$ cat src/rtl/mul_hilo_ctrl.sv
// MULT sequencer for the multicycle core: issues low/high product words to the
// shared multiplier, commits HI/LO atomically, serves MTHI/MTLO and a watchdog.
module mul_hilo_ctrl #(
  parameter int MUL_LAT = 3,
  parameter int TIMEOUT = 16
) (
  input  logic        clk,
  input  logic        rst_n,
  input  logic        start,
  input  logic [31:0] op_a,
  input  logic [31:0] op_b,
  input  logic        mt_we,
  input  logic        mt_sel,
  input  logic [31:0] mt_data,
  input  logic        err_clr,
  output logic        busy,
  output logic        done,
  output logic        err,
  output logic [31:0] hi_out,
  output logic [31:0] lo_out,
  output logic        mul_lo_hi,
  output logic        mul_valid_in,
  output logic [31:0] mul_a,
  output logic [31:0] mul_b,
  input  logic [31:0] mul_result,
  input  logic        mul_valid_out
);

  localparam int CW = $clog2(TIMEOUT + 1);

  typedef enum logic [2:0] {
    S_IDLE     = 3'd0,
    S_ISSUE_LO = 3'd1,
    S_WAIT_LO  = 3'd2,
    S_ISSUE_HI = 3'd3,
    S_WAIT_HI  = 3'd4,
    S_DONE     = 3'd5
  } state_t;

  state_t        state_r;
  state_t        state_nxt_s;
  logic [CW-1:0] wd_cnt_r;
  logic [31:0]   lo_stage_r;
  logic          idle_s;
  logic          waiting_s;
  logic          timeout_s;
  logic          start_ok_s;
  logic          mt_ok_s;

  // Next-state decode plus acceptance and watchdog qualifiers.
  always_comb begin
    state_nxt_s = state_r;
    idle_s      = (state_r == S_IDLE) || (state_r == S_DONE);
    waiting_s   = (state_r == S_WAIT_LO) || (state_r == S_WAIT_HI);
    timeout_s   = waiting_s && !mul_valid_out && (wd_cnt_r == CW'(TIMEOUT - 1));
    start_ok_s  = idle_s && start;
    mt_ok_s     = idle_s && mt_we && !start;
    case (state_r)
      S_IDLE, S_DONE: begin
        if (start) begin
          state_nxt_s = S_ISSUE_LO;
        end else begin
          state_nxt_s = S_IDLE;
        end
      end
      S_ISSUE_LO: state_nxt_s = S_WAIT_LO;
      S_WAIT_LO: begin
        if (mul_valid_out) begin
          state_nxt_s = S_ISSUE_HI;
        end else if (timeout_s) begin
          state_nxt_s = S_IDLE;
        end else begin
          state_nxt_s = S_WAIT_LO;
        end
      end
      S_ISSUE_HI: state_nxt_s = S_WAIT_HI;
      S_WAIT_HI: begin
        if (mul_valid_out) begin
          state_nxt_s = S_DONE;
        end else if (timeout_s) begin
          state_nxt_s = S_IDLE;
        end else begin
          state_nxt_s = S_WAIT_HI;
        end
      end
      default: state_nxt_s = S_IDLE;
    endcase
  end

  // State, registered control outputs, operands, watchdog and HI/LO pair.
  always_ff @(posedge clk or negedge rst_n) begin
    if (!rst_n) begin
      state_r      <= S_IDLE;
      busy         <= 1'b0;
      done         <= 1'b0;
      err          <= 1'b0;
      hi_out       <= 32'd0;
      lo_out       <= 32'd0;
      mul_valid_in <= 1'b0;
      mul_lo_hi    <= 1'b0;
      mul_a        <= 32'd0;
      mul_b        <= 32'd0;
      wd_cnt_r     <= '0;
      lo_stage_r   <= 32'd0;
    end else begin
      state_r      <= state_nxt_s;
      busy         <= state_nxt_s inside {S_ISSUE_LO, S_WAIT_LO, S_ISSUE_HI, S_WAIT_HI};
      done         <= (state_nxt_s == S_DONE);
      mul_valid_in <= (state_nxt_s == S_ISSUE_LO) || (state_nxt_s == S_ISSUE_HI);
      mul_lo_hi    <= (state_nxt_s == S_ISSUE_HI);

      if (start_ok_s) begin
        mul_a <= op_a;
        mul_b <= op_b;
      end

      // Counter is zero whenever a WAIT state is entered (always from an ISSUE state).
      if (waiting_s && !mul_valid_out) begin
        wd_cnt_r <= wd_cnt_r + CW'(1);
      end else begin
        wd_cnt_r <= '0;
      end

      if ((state_r == S_WAIT_LO) && mul_valid_out) begin
        lo_stage_r <= mul_result;
      end

      if ((state_r == S_WAIT_HI) && mul_valid_out) begin
        hi_out <= mul_result;
        lo_out <= lo_stage_r;
      end else if (mt_ok_s) begin
        if (mt_sel) begin
          hi_out <= mt_data;
        end else begin
          lo_out <= mt_data;
        end
      end

      if (timeout_s) begin
        err <= 1'b1;
      end else if (err_clr) begin
        err <= 1'b0;
      end
    end
  end

endmodule

$ cat config.mk
export PLATFORM = sky130hd
export DESIGN_NAME = mul_hilo_ctrl
export DESIGN_NICKNAME = d
export VERILOG_FILES = /design/src/rtl/mul_hilo_ctrl.sv
export SDC_FILE = /design/constraint.sdc
export NUM_CORES = 1
export LEC_CHECK = 0
export CAP_MARGIN = 20
export CELL_PAD_IN_SITES_DETAIL_PLACEMENT = 0
export CELL_PAD_IN_SITES_GLOBAL_PLACEMENT = 1
export CORE_MARGIN = 10
export CORE_UTILIZATION = 36
export CTS_CLUSTER_DIAMETER = 50
export DETAILED_ROUTE_END_ITERATION = 16
export GPL_TIMING_DRIVEN = 0
export PLACE_DENSITY_LB_ADDON = 0.05
export SLEW_MARGIN = 20
export SYNTH_ARGS = -nofsm -noshare
export SYNTH_HDL_FRONTEND = slang
export SYNTH_SLANG_ARGS = --single-unit
$ cat constraint.sdc
create_clock -name clk -period 2.15 [get_ports clk]
set_clock_uncertainty 0.15 [all_clocks]
set_input_delay 0.43 -clock clk [delete_from_list [all_inputs] [get_ports clk]]
set_output_delay 0.43 -clock clk [all_outputs]
set_load 0.02 [all_outputs]
# Word-level counts from Yosys, hierarchy flattened
# Cells that the tools add are included.
[totals]
regBits = 173
out_inout_bits = 133
inputBits = 135
elab_cells = 60
[op_classes]
eq_ne = 12
n_mux = 15
n_reduce_logical = 20
n_addsub = 1
[op_table]
columns = ["operator", "n"]
rows = [
  ["2-to-1 mux 32 bit", 6],
  ["one-hot mux 3 bit (5 select lines)", 1],
  ["== test 3 x 2 -> 1 bit, second input constant", 4],
  ["== test 3 bit, second input constant", 4],
  ["logical AND 1 bit", 7],
  ["== test 3 x 1 -> 1 bit, second input constant", 2],
  ["2-to-1 mux 3 bit", 2],
  ["nonzero test 2 bit", 3],
  ["adder 5 x 1 -> 5 bit, second input constant", 1],
  ["== test 5 x 4 -> 1 bit, second input constant", 1],
  ["2-to-1 mux 5 bit", 1],
  ["2-to-1 mux 2 bit", 2],
  ["AND reduction 2 bit", 2],
  ["nonzero test 4 bit", 1],
  ["logical NOT 3 bit", 1],
  ["logical OR 1 bit", 3],
  ["2-to-1 mux 1 bit", 3],
  ["logical NOT 1 bit", 2],
  ["inequality test 2 x 1 -> 1 bit, second input constant", 1],
  ["OR reduction 2 bit", 1],
]

# Depth between registers and ports, before layout
# Gate-level depths: netlist of the first run.
[depth]
ltp_word = 9
ltp_mapped = 6
depth_no_buf = 6

# Least setup slack after synthesis of the first run
# No wires, ideal clock.
[synth_path]
path_type = "register to register"
startpoint = "reg state_r[0]"
endpoint = "reg hi_out[10]"
setup_time_ns = 0.126
arrival_time_ns = 1.693
slack_ns = 0.181
path_stages_with_launch = 7
path_buffers = 3
cell_sequence = "dfrtp_1 > buf_6 > xor2_1 > or4b_1 > buf_2 > buf_6 > a221o_1"
[synth_between]
elab_chain_cells = 6
elab_cells_between_ends = 11
cone_classes = "eq/ne: 2; mux: 1; reduce/logical: 8"
[synth_rtl]
columns = ["element", "line", "source"]
rows = [
  ["start, declared", "40", "state_t state_r;"],
  ["start signal, assigned", "106", "state_r <= state_nxt_s;"],
  ["== test 3 bit or logical NOT 3 bit (tied branches)", "53", "idle_s = (state_r == S_IDLE) || (state_r == S_DONE);"],
  ["logical OR 1 bit", "53", ""],
  ["logical AND 1 bit (2 in series)", "57", "mt_ok_s = idle_s && mt_we && !start;"],
  ["nonzero test 2 bit (no line)", "n/a", ""],
  ["AND reduction 2 bit (no line)", "n/a", ""],
  ["end signal, assigned", "129", "hi_out <= mul_result;"],
  ["end signal, assigned", "133", "hi_out <= mt_data;"],
  ["end, declared", "19", "output logic [31:0] hi_out,"],
]
# Parallel ways exist; a longest one is shown, timed or not.
# A chain may end at the register's enable or synchronous reset.

# Worst setup path after layout of the first run
[layout_path]
startpoint = "reg state_r[0]"
endpoint = "reg hi_out[5]"
# Same word-level chain as after synthesis.

==> results of run 1 <==
[through the flow]
step / util, % / TNS [ns] / hold slack (ns) / cell area, um2 / cells
after floorplan: - / 0 / -0.0156 / 8010 / 639
after CTS: 53.6 / 0 / 0.327 / 11700 / 1220
after global placement: 50.4 / -1200.15 / 0.295 / 11000 / 1186
final: 53.8 / 0 / 0.330 / 11800 / 1221
after global routing: 53.8 / -0.0210 / 0.335 / 11800 / 1221
after detailed placement: 50.6 / -68.11 / 0.302 / 11100 / 1187
[path summary, 6_finish.rpt]
path                                  start     endpoint  depth (start not counted)
worst max register to register   state_r[0]    hi_out[5]                          6
max in group asynchronous             rst_n    hi_out[0]                          3
worst min-delay path            wd_cnt_r[0]  wd_cnt_r[0]                          1
worst max-delay path             state_r[0]    hi_out[5]                          6
min in group asynchronous             rst_n     mul_a[0]                          2
worst min register to register  wd_cnt_r[0]  wd_cnt_r[0]                          1
[worst max-delay path, cell delays in order, from the launching register on]
cell and delay, ns:
dfrtp_1 0.37, buf_6 0.13, xor2_1 0.18, or4b_4 0.54, buf_6 0.16, buf_6 0.15, a221o_1 0.31
[cells by family (layout without fill, tap and decap cells)]
kind of cell | after synthesis | after routing | share of synthesized area, %
mux | 96 | 96 | 13.5
buf+inv | 76 | 377 | 4.40
flops | 173 | 173 | 54.0
compound gates | 70 | 70 | 8.45
simple gates | 219 | 219 | 19.0
fa+ha+maj | 2 | 2 | 0.312
other cells | 0 | 1 | 0
xor+xnor | 3 | 3 | 0.328
[cells in the mapped netlist]
cell         n  share of area, %
inv_1        6              0.28
nand2b_1     6              0.47
nor4bb_1     1              0.12
nand3b_1     2              0.19
buf_6        7              0.98
xnor2_1      1              0.11
nand2_1      1             0.047
or4_1        1             0.094
a21oi_1      2              0.12
or4bb_1     15               2.1
a22o_1       1              0.11
and2_1      64               5.0
a221o_1     64               8.0
and3_1       1             0.078
mux2_2      96                13
nor2_1       8              0.37
nor2b_1      2              0.16
buf_1        6              0.28
nand4b_1    32               3.5
a31oi_1      1             0.078
nor3b_1      1             0.094
nand4bb_1   18               2.5
xor2_1       2              0.22
clkbuf_1    45               2.1
dfrtp_1    173                54
nor3_1      64               4.0
buf_2       12              0.75
o21ai_1      1             0.062
o22ai_1      1             0.078
or4b_1       1              0.12
ha_1         2              0.31
nand3_1      2              0.12
[routing by layer]
layer	wire length [um]	part of all wire, %	track usage [%]	vias up
li1	-	-	-	2973
met1	11600	42	22.9	3259
met2	13400	49	30.7	267
met3	2240	8.1	6.46	26
met4	353	1.3	4.62	0
met5	0	0	0	-
[cells in the final DEF, fill, tap and decap left out, types with 15 or more instances in the layout]
cell / Yosys / routed
or4bb_1: 15 / 15
mux2_2: 96 / 96
nor3_1: 64 / 63
dfrtp_1: 173 / 173
clkdlybuf4s50_1: 0 / 266
and2_1: 64 / 64
clkbuf_16: 0 / 17
clkbuf_2: 0 / 33
nand4bb_1: 18 / 18
nand4b_1: 32 / 32
a221o_1: 64 / 64
[sequential cells by signal (all words and copies together), names as in the netlist]
| register | count |
|---|---|
| wd_cnt_r | 5 |
| mul_lo_hi | 1 |
| mul_b | 32 |
| err | 1 |
| lo_out | 32 |
| busy | 1 |
| mul_a | 32 |
| done | 1 |
| hi_out | 32 |
| state_r | 3 |
| mul_valid_in | 1 |
| lo_stage_r | 32 |
[cell type report]
class	instances	area, um2	share of cell area [%]
multi-input cells	390	3340	28.3
well taps	280	350	2.97
inverters	6	22.5	0.191
clock buffers	20	467	3.96
diodes	1	2.50	0.0212
flip-flops and latches	173	4330	36.7
clock inverters	12	146	1.24
plain buffers	70	410	3.48
repair buffers	269	2720	23.0
[timing repair]
action	in CTS	in global routing
hold buffers	1	0
hold endpoints to repair	75	0
pin swaps	0	1
endpoints found under the setup margin	134	99
cloned	0	0
setup buffers	0	0
gates resized for setup	25	48
[power by group through the flow]
stage / logic, mW / registers (mW) / clock network, mW
6_report: 8.24 / 5.57 / 3.20
3_3_place_gp: 8.15 / 5.58 / 0
3_5_place_dp: 8.24 / 5.63 / 0
2_1_floorplan: 3.03 / 6.98 / 0
4_1_cts: 8.31 / 5.58 / 3.28
5_1_grt: 8.77 / 5.76 / 3.43
==> impl_metrics.yaml, run 1 <==
power_and_ir_drop:
  power_frac_clock_pct: 18.8
  intPower_mw: 10.9
  powerDensity_mw_per_mm2: 1440
  power.switching_mw: 6.16
  leakagePower_nw: 4.82
  switching_share_pct: 36.2
  irDropWorstVdd_mv: 0.553
  power_frac_comb_pct: 48.4
  seq_power_share_pct: 32.8
  p_total_mw: 17.0
sta:
  hold_viol: 0
  period_needed_ns: 2.11
  final.period_utilization_pct: 98.3
  fin_ws_ns: 0.0367
  finalMaxSlewViolations: 0
  finalSetupViolations: 0
  rsz0062_at_grt: "true"
  max_slew_margin_pct: 59.3
  tightest_slew_ns: 0.610
  fmax_ghz: 0.473
floorplanning:
  die_y_um: 169
  start_util_pct: 36.6
  num_io_pins: 268
  die_width_um: 169
  row_count: 54
  coreArea_mm2: 0.0219
  dieArea_mm2: 0.0286
layout:
  n_fill_cell: 1894
  syn_to_final_growth_pct: 47.0
  final_nets: 1064
  layout-drive-gt1-share_pct: 20.2
detailed_routing:
  drc: 0
  first_pass_iters: 5
  antenna_left: 0
  routed_wl_um: 27600
  vias: 6525
  routed_via_density: 5.34
  post_drt_wl_per_cell_um: 22.6
  first_iter_violations: 383
synth:
  syn-num-nets: 776
  netlist_area_mm2: 0.00801
  ys_seq_elements: 173
  yosysSeqAreaShare_pct: 54.0
  ys_types: 32
  synth_warnings: 0
  synth.avg_cell_area_um2: 12.5
  netlist_instances: 639
cts:
  htree_levels: 4
  clock-sinks: 173
  cts_buffer_depth: 2
  cts_root_buf: "clkbuf_16"
  cts_tree: "done"
  cts_buffers: 17
  worstSkewPairLatency_ns: 0.43
  cts.clk_slew.worst_paths_ns: 0.07
global_route:
  grt_max_degree: 99
  first_global_vias: 6916
  track_usage_pct: 18.6
  grt_antenna_before_repair: 1
  grt_pass1_wl_um: 42000
  overflow: 0
placement:
  pre_cts_slack_ns: -0.739
  portBuffers: 267
  globalplace.congestion: 0.807
  dp_hpwl_um: 20700
setup_path:
  rrSetupSlack_ns: 0.04
  cp_data_arrival_time_ns: 2.27
  setup.worst_path.end_class: "flip-flop"
  worstSetupPathType: "reg2reg"
  crit_fanout: 10
  crit_required_ns: 2.30
  critPathLaunchType: "flip-flop"
worst_hold_path:
  min_path_type: "reg2reg"
run:
  drv_cap: 0
status:
  outcome: "completed"
(Power assumes the default switching activity.)
==> run 2, diff against run 1 <==
Settings changed: CAP_MARGIN 20 to default.
==> results of run 2 <==
The final DEF is identical to that of run 1; final timing and power are the same.
